$ cat src/rtl/sel_encode_seq.sv
// Select/encode unit: latches the IR, decodes Ra/Rb/Rc into one-hot register enables,
// sign-extends the C constant, and sequences load/store-multiple over an IR register mask.
//
// state  | meaning
// IDLE   | normal decode; accepts ir_load and seq_start
// ACTIVE | walking the mask, one enable per accepted step
// DONE   | one-cycle seq_done pulse, normal decode, then IDLE
module sel_encode_seq #(
  parameter int NREGS  = 16,
  parameter int RBITS  = 4,
  parameter int IR_W   = 32,
  parameter int RA_LSB = 23,
  parameter int RB_LSB = 19,
  parameter int RC_LSB = 15,
  parameter int C_W    = 19
) (
  input  logic             clock,
  input  logic             clear,
  input  logic             ir_load,
  input  logic [IR_W-1:0]  ir_in,
  input  logic             gra,
  input  logic             grb,
  input  logic             grc,
  input  logic             rin_en,
  input  logic             rout_en,
  input  logic             ba_out,
  input  logic             seq_start,
  input  logic             seq_adv,
  output logic [IR_W-1:0]  ir_q,
  output logic [IR_W-1:0]  c_sext,
  output logic [RBITS-1:0] sel_idx,
  output logic             sel_conflict,
  output logic [NREGS-1:0] rin,
  output logic [NREGS-1:0] rout,
  output logic             r0_zero,
  output logic             seq_busy,
  output logic             seq_done,
  output logic [RBITS:0]   seq_count
);

  typedef enum logic [1:0] {S_IDLE, S_ACTIVE, S_DONE} state_t;

  state_t           state_q, state_d;
  logic [IR_W-1:0]  ir_d;
  logic [NREGS-1:0] mask_q, mask_d;
  logic [RBITS:0]   seq_count_q, seq_count_d;
  logic [RBITS-1:0] low_idx;
  logic [RBITS-1:0] ra_idx, rb_idx, rc_idx;
  logic             any_sel;
  logic [NREGS-1:0] onehot;

  assign ra_idx    = ir_q[RA_LSB +: RBITS];
  assign rb_idx    = ir_q[RB_LSB +: RBITS];
  assign rc_idx    = ir_q[RC_LSB +: RBITS];
  assign any_sel   = gra | grb | grc;
  assign c_sext    = {{(IR_W-C_W){ir_q[C_W-1]}}, ir_q[C_W-1:0]};
  assign seq_count = seq_count_q;

  always_ff @(posedge clock) begin
    if (clear) begin
      state_q     <= S_IDLE;
      ir_q        <= '0;
      mask_q      <= '0;
      seq_count_q <= '0;
    end else begin
      state_q     <= state_d;
      ir_q        <= ir_d;
      mask_q      <= mask_d;
      seq_count_q <= seq_count_d;
    end
  end

  // Lowest set bit of the remaining mask is the current step.
  always_comb begin
    low_idx = '0;
    for (int i = NREGS - 1; i >= 0; i--) begin
      if (mask_q[i]) low_idx = RBITS'(i);
    end
  end

  always_comb begin
    state_d     = state_q;
    ir_d        = ir_q;
    mask_d      = mask_q;
    seq_count_d = seq_count_q;
    case (state_q)
      S_IDLE: begin
        if (ir_load) ir_d = ir_in;
        // Mask comes from the current ir_q, even if ir_load is also high.
        if (seq_start) begin
          mask_d      = ir_q[NREGS-1:0];
          seq_count_d = '0;
          state_d     = (ir_q[NREGS-1:0] != '0) ? S_ACTIVE : S_DONE;
        end
      end
      S_ACTIVE: begin
        if (seq_adv) begin
          mask_d      = mask_q & (mask_q - NREGS'(1));
          seq_count_d = seq_count_q + (RBITS+1)'(1);
          if (mask_d == '0) state_d = S_DONE;
        end
      end
      S_DONE:  state_d = S_IDLE;
      default: state_d = S_IDLE;
    endcase
  end

  always_comb begin
    sel_idx      = '0;
    sel_conflict = 1'b0;
    onehot       = '0;
    rin          = '0;
    rout         = '0;
    r0_zero      = 1'b0;
    seq_busy     = (state_q == S_ACTIVE);
    seq_done     = (state_q == S_DONE);
    if (state_q == S_ACTIVE) begin
      sel_idx = low_idx;
      onehot  = NREGS'(1) << low_idx;
      rin     = onehot & {NREGS{rin_en}};
      rout    = onehot & {NREGS{rout_en}};
    end else begin
      if (gra)      sel_idx = ra_idx;
      else if (grb) sel_idx = rb_idx;
      else if (grc) sel_idx = rc_idx;
      sel_conflict = (gra & grb) | (gra & grc) | (grb & grc);
      if (any_sel) onehot = NREGS'(1) << sel_idx;
      rin  = onehot & {NREGS{rin_en}};
      rout = onehot & {NREGS{rout_en | ba_out}};
      if (ba_out && any_sel && (sel_idx == '0)) begin
        rout[0] = 1'b0;
        r0_zero = 1'b1;
      end
    end
  end

endmodule

$ cat config.mk
export PLATFORM = sky130hd
export DESIGN_NAME = sel_encode_seq
export DESIGN_NICKNAME = d
export VERILOG_FILES = /design/src/rtl/sel_encode_seq.sv
export SDC_FILE = /design/constraint.sdc
export NUM_CORES = 1
export LEC_CHECK = 0
export ABC_AREA = 0
export CAP_MARGIN = 20
export CORE_MARGIN = 2
export CORE_UTILIZATION = 39
export DETAILED_ROUTE_END_ITERATION = 10
export PLACE_DENSITY_LB_ADDON = 0.15
export SLEW_MARGIN = 20
export SYNTH_ARGS = -nofsm -noshare
export SYNTH_HDL_FRONTEND = slang
export SYNTH_SLANG_ARGS = --single-unit
$ cat constraint.sdc
create_clock -name clock -period 1.88 [get_ports clock]
set_input_delay 0.376 -clock clock [delete_from_list [all_inputs] [get_ports clock]]
set_output_delay 0.376 -clock clock [all_outputs]
set_load 0.05 [all_outputs]
==> impl_metrics.yaml, run 1 <==
placed_design:
  dpl_worst_slack_ps: -855
  dp_hpwl_um: 10900
  io_buffer_count: 151
  gp_congestion: 0.910
critical_path:
  crit_path_max_incr_delay_ps: 370
  crit_slowest_cell: "dfxtp_4"
  required_ps: 1500
  reg2reg_depth: 8
  path_common_cell: "buf_6"
  path_depth: 9
  crit_buf_inv: 4
  regToRegEndpoint: "state_q[1]"
  ff2ff_setup_slack_ps: -60
  worstSetupStartpointType: "flip-flop"
  arrival_ps: 2410
  worstPathMaxFanout: 5
  r2r-start: "mask_q[7]"
  critPathCaptureType: "primary output"
  cp_top_family: "simple AND/OR/NAND/NOR gates"
  path_cells: "buf_6 > buf_6 > nor4_4 > nand2_2 > a21oi_4 > nand3_4 > buf_4 > o32ai_4 > buf_12"
  crit_type: "reg -> out"
routing:
  vias_per_cell: 5.72
  dr_wl_met2_um: 8400
  topRoutingLayerUsed: "met4"
  wl_met1_um: 6260
  via_count: 4858
  wire_per_inst_um: 19.1
  wl_met3_um: 1020
  drc: 0
  drt_iter0_drc: 296
  ant_nets: 0
  firstDrtPassIters: 4
  wl_um: 16200
cts:
  clock_latency_ps: 320
  htree_levels: 2
  clkTransAtPathRegs_ps: 110
  cts_max_path_buffers: 2
  clkSinkCount: 55
  cts_root_buf: "clkbuf_8"
  postCtsHoldBufs: 0
  cts_tree: "yes"
  cts_made_buffers: 5
global_route:
  antenna_found_initial: 0
  grt-ovfl-total: 0
  grtUsageTotal_pct: 28.6
  grt_first_pass_wirelength_um: 23100
  grt_pass1_vias: 4677
  grt_max_degree: 33
layout:
  syn_to_final_growth_pct: 107
  nets: 781
  insertedDiodeCount: 0
  nFillCells: 516
  drive_above_1_share_pct: 50.5
logic_synthesis:
  synth_cells: 501
  synthDistinctLibCells: 58
  synth_area_leaders: "dfxtp_1 30%, nand2_1 11%, a21oi_1 7.6%"
  synthSimpleGateAreaFrac_pct: 26.8
  synthArstFlopShare_pct: 0
  synth.cell_area_mm2: 0.00362
  synthTopCellsByCount: "104 x nand2_1, 55 x a21oi_1, 55 x dfxtp_1, 32 x buf_4, 28 x o21ai_0"
  yosys_most_used_dff: "dfxtp_1"
  synth_edf_count: 0
  yosysSeqAreaShare_pct: 30.4
  ys_seq_elements: 55
  synth_xor_area_share_pct: 0.726
  synth_top_area_share_pct: 30.4
  yosysWarnings: 0
  avgSynthCellArea_um2: 7.22
  synth_most_common_cell: "nand2_1"
  synthMuxAreaShare_pct: 0.277
  synth_nets: 545
  synth_top_family_by_area: "compound AO/OA/AOI/OAI gates"
  synthAdderAreaFrac_pct: 0.622
  synth-compound-area-share_pct: 29.8
  yosys.area.top_type: "dfxtp_1"
die:
  rows: 35
  initial_core_util_pct: 39.7
  design.die.area_mm2: 0.0101
  fp.coreArea_mm2: 0.00911
  fp.dieH_um: 100
  fp.dieW_um: 100
  io_pins: 152
timing:
  holdWs_ps: 457
  worst_pin_slew_ps: 546
  fmax_mhz: 359
  finClkSkew_ps: 7.83
  max_slew_margin_pct: 63.4
  setup_viol: 43
  fin_ws_ps: -905
  drv_slew: 0
  finalHoldViolations: 0
  timing.final.crit_share_pct: 148
  fin_crit_ps: 2790
  rsz0062_at_grt: "true"
job:
  maxCapViolations: 0
min_path:
  hold-path-endpoint: "ir_q[31]"
  holdPathStages: 2
  holdCritPathClass: "reg -> reg"
  min_from: "ir_q[31]"
status:
  status: "finished with violations"
  failed_checks: "setup timing"
power_and_ir_drop:
  p_per_area_mw_per_mm2: 1270
  ir_drop_mv: 0.780
  finalPower_uw: 9540
  p_leak_uw: 0.00302
[how the worst max path moves through the flow]
stage	startpoint	endpoint	slack (ps)
6_report	mask_q[7]	rout[8]	-910
5_1_grt	mask_q[7]	rout[8]	-1000
4_1_cts	mask_q[15]	rin[9]	-830
3_5_place_dp	grb	rin[3]	-850
3_3_place_gp	grb	rout[4]	-740
2_1_floorplan	mask_q[10]	rout[13]	-540
[kinds of logic (layout without fill, tap and decap cells)]
kind of cell / after synthesis / after routing
buffers and inverters: 74 / 311
DFF: 55 / 55
and+or+nand+nor: 204 / 204
muxes: 1 / 1
AOI/OAI and AO/OA: 162 / 162
xor gates and xnor gates: 3 / 3
adders and majority gates: 2 / 2
[power breakdown]
group | total [µW] | switching (µW) | internal [µW]
logic | 7320 | 4240 | 3070
clock network | 705 | 435 | 270
registers | 1520 | 186 | 1330
total | 9540 | 4860 | 4680
[sequential cells by signal, summed over array words and instances, names as in the netlist]
signal / count
ir_q: 32
mask_q: 16
state_q: 2
seq_count: 5
[area by class of cell]
type,count,area (µm²),area share (%)
well taps,111,139,1.85
inverters,9,41.3,0.551
clock buffers,5,68.8,0.919
multi-input cells,372,3050,40.7
clock inverters,3,23.8,0.317
repair buffers,294,3030,40.5
flip-flops and latches,55,1130,15.2
[what timing repair did]
action                                  in CTS  in global routing
hold endpoints to repair                     0                  0
endpoints found under the setup margin      44                 53
pin swaps                                   33                 29
gates resized for setup                     59                 45
setup buffers                               19                 26
[layer usage]
metal	track usage [%]	up-vias
met1	34.8	2331
met5	0	-
met4	12.1	0
li1	-	2250
met2	49.7	232
met3	5.08	45
[worst min-delay path: stages, from the launching register on]
cell,delay (ps)
dfxtp_1,320
nand2_1,50
a21oi_1,50
[cell usage in the layout (no fill, tap or decap), types with 7 or more instances in the layout]
master and instances:
a21oi_1 53, buf_12 46, buf_4 172, buf_6 25, clkdlybuf4s50_1 39, dfxtp_1 34, dfxtp_2 18, nand2_1 101
nand2b_1 7, nor2_1 21, nor2b_1 8, nor3_1 7, o21ai_0 18, o21ai_4 9, o31ai_4 16, o32ai_4 15
[metrics by stage]
step           utilization (%)  std cells  setup TNS [ps]  area [µm²]
3_3_place_gp              73.6        801          -23950        6700
5_1_grt                   82.2        849          -32550        7490
4_1_cts                   78.7        828          -27520        7170
3_5_place_dp              73.6        801          -26780        6700
2_1_floorplan                -        501          -16850        4420
6_report                  82.2        849          -29540        7490
(Power assumes the default switching activity.)
==> run 2, diff against run 1 <==
Settings changed: CTS_CLUSTER_DIAMETER from default to 40.
==> results of run 2 <==
Final layout, timing and power as in run 1 (identical DEF).
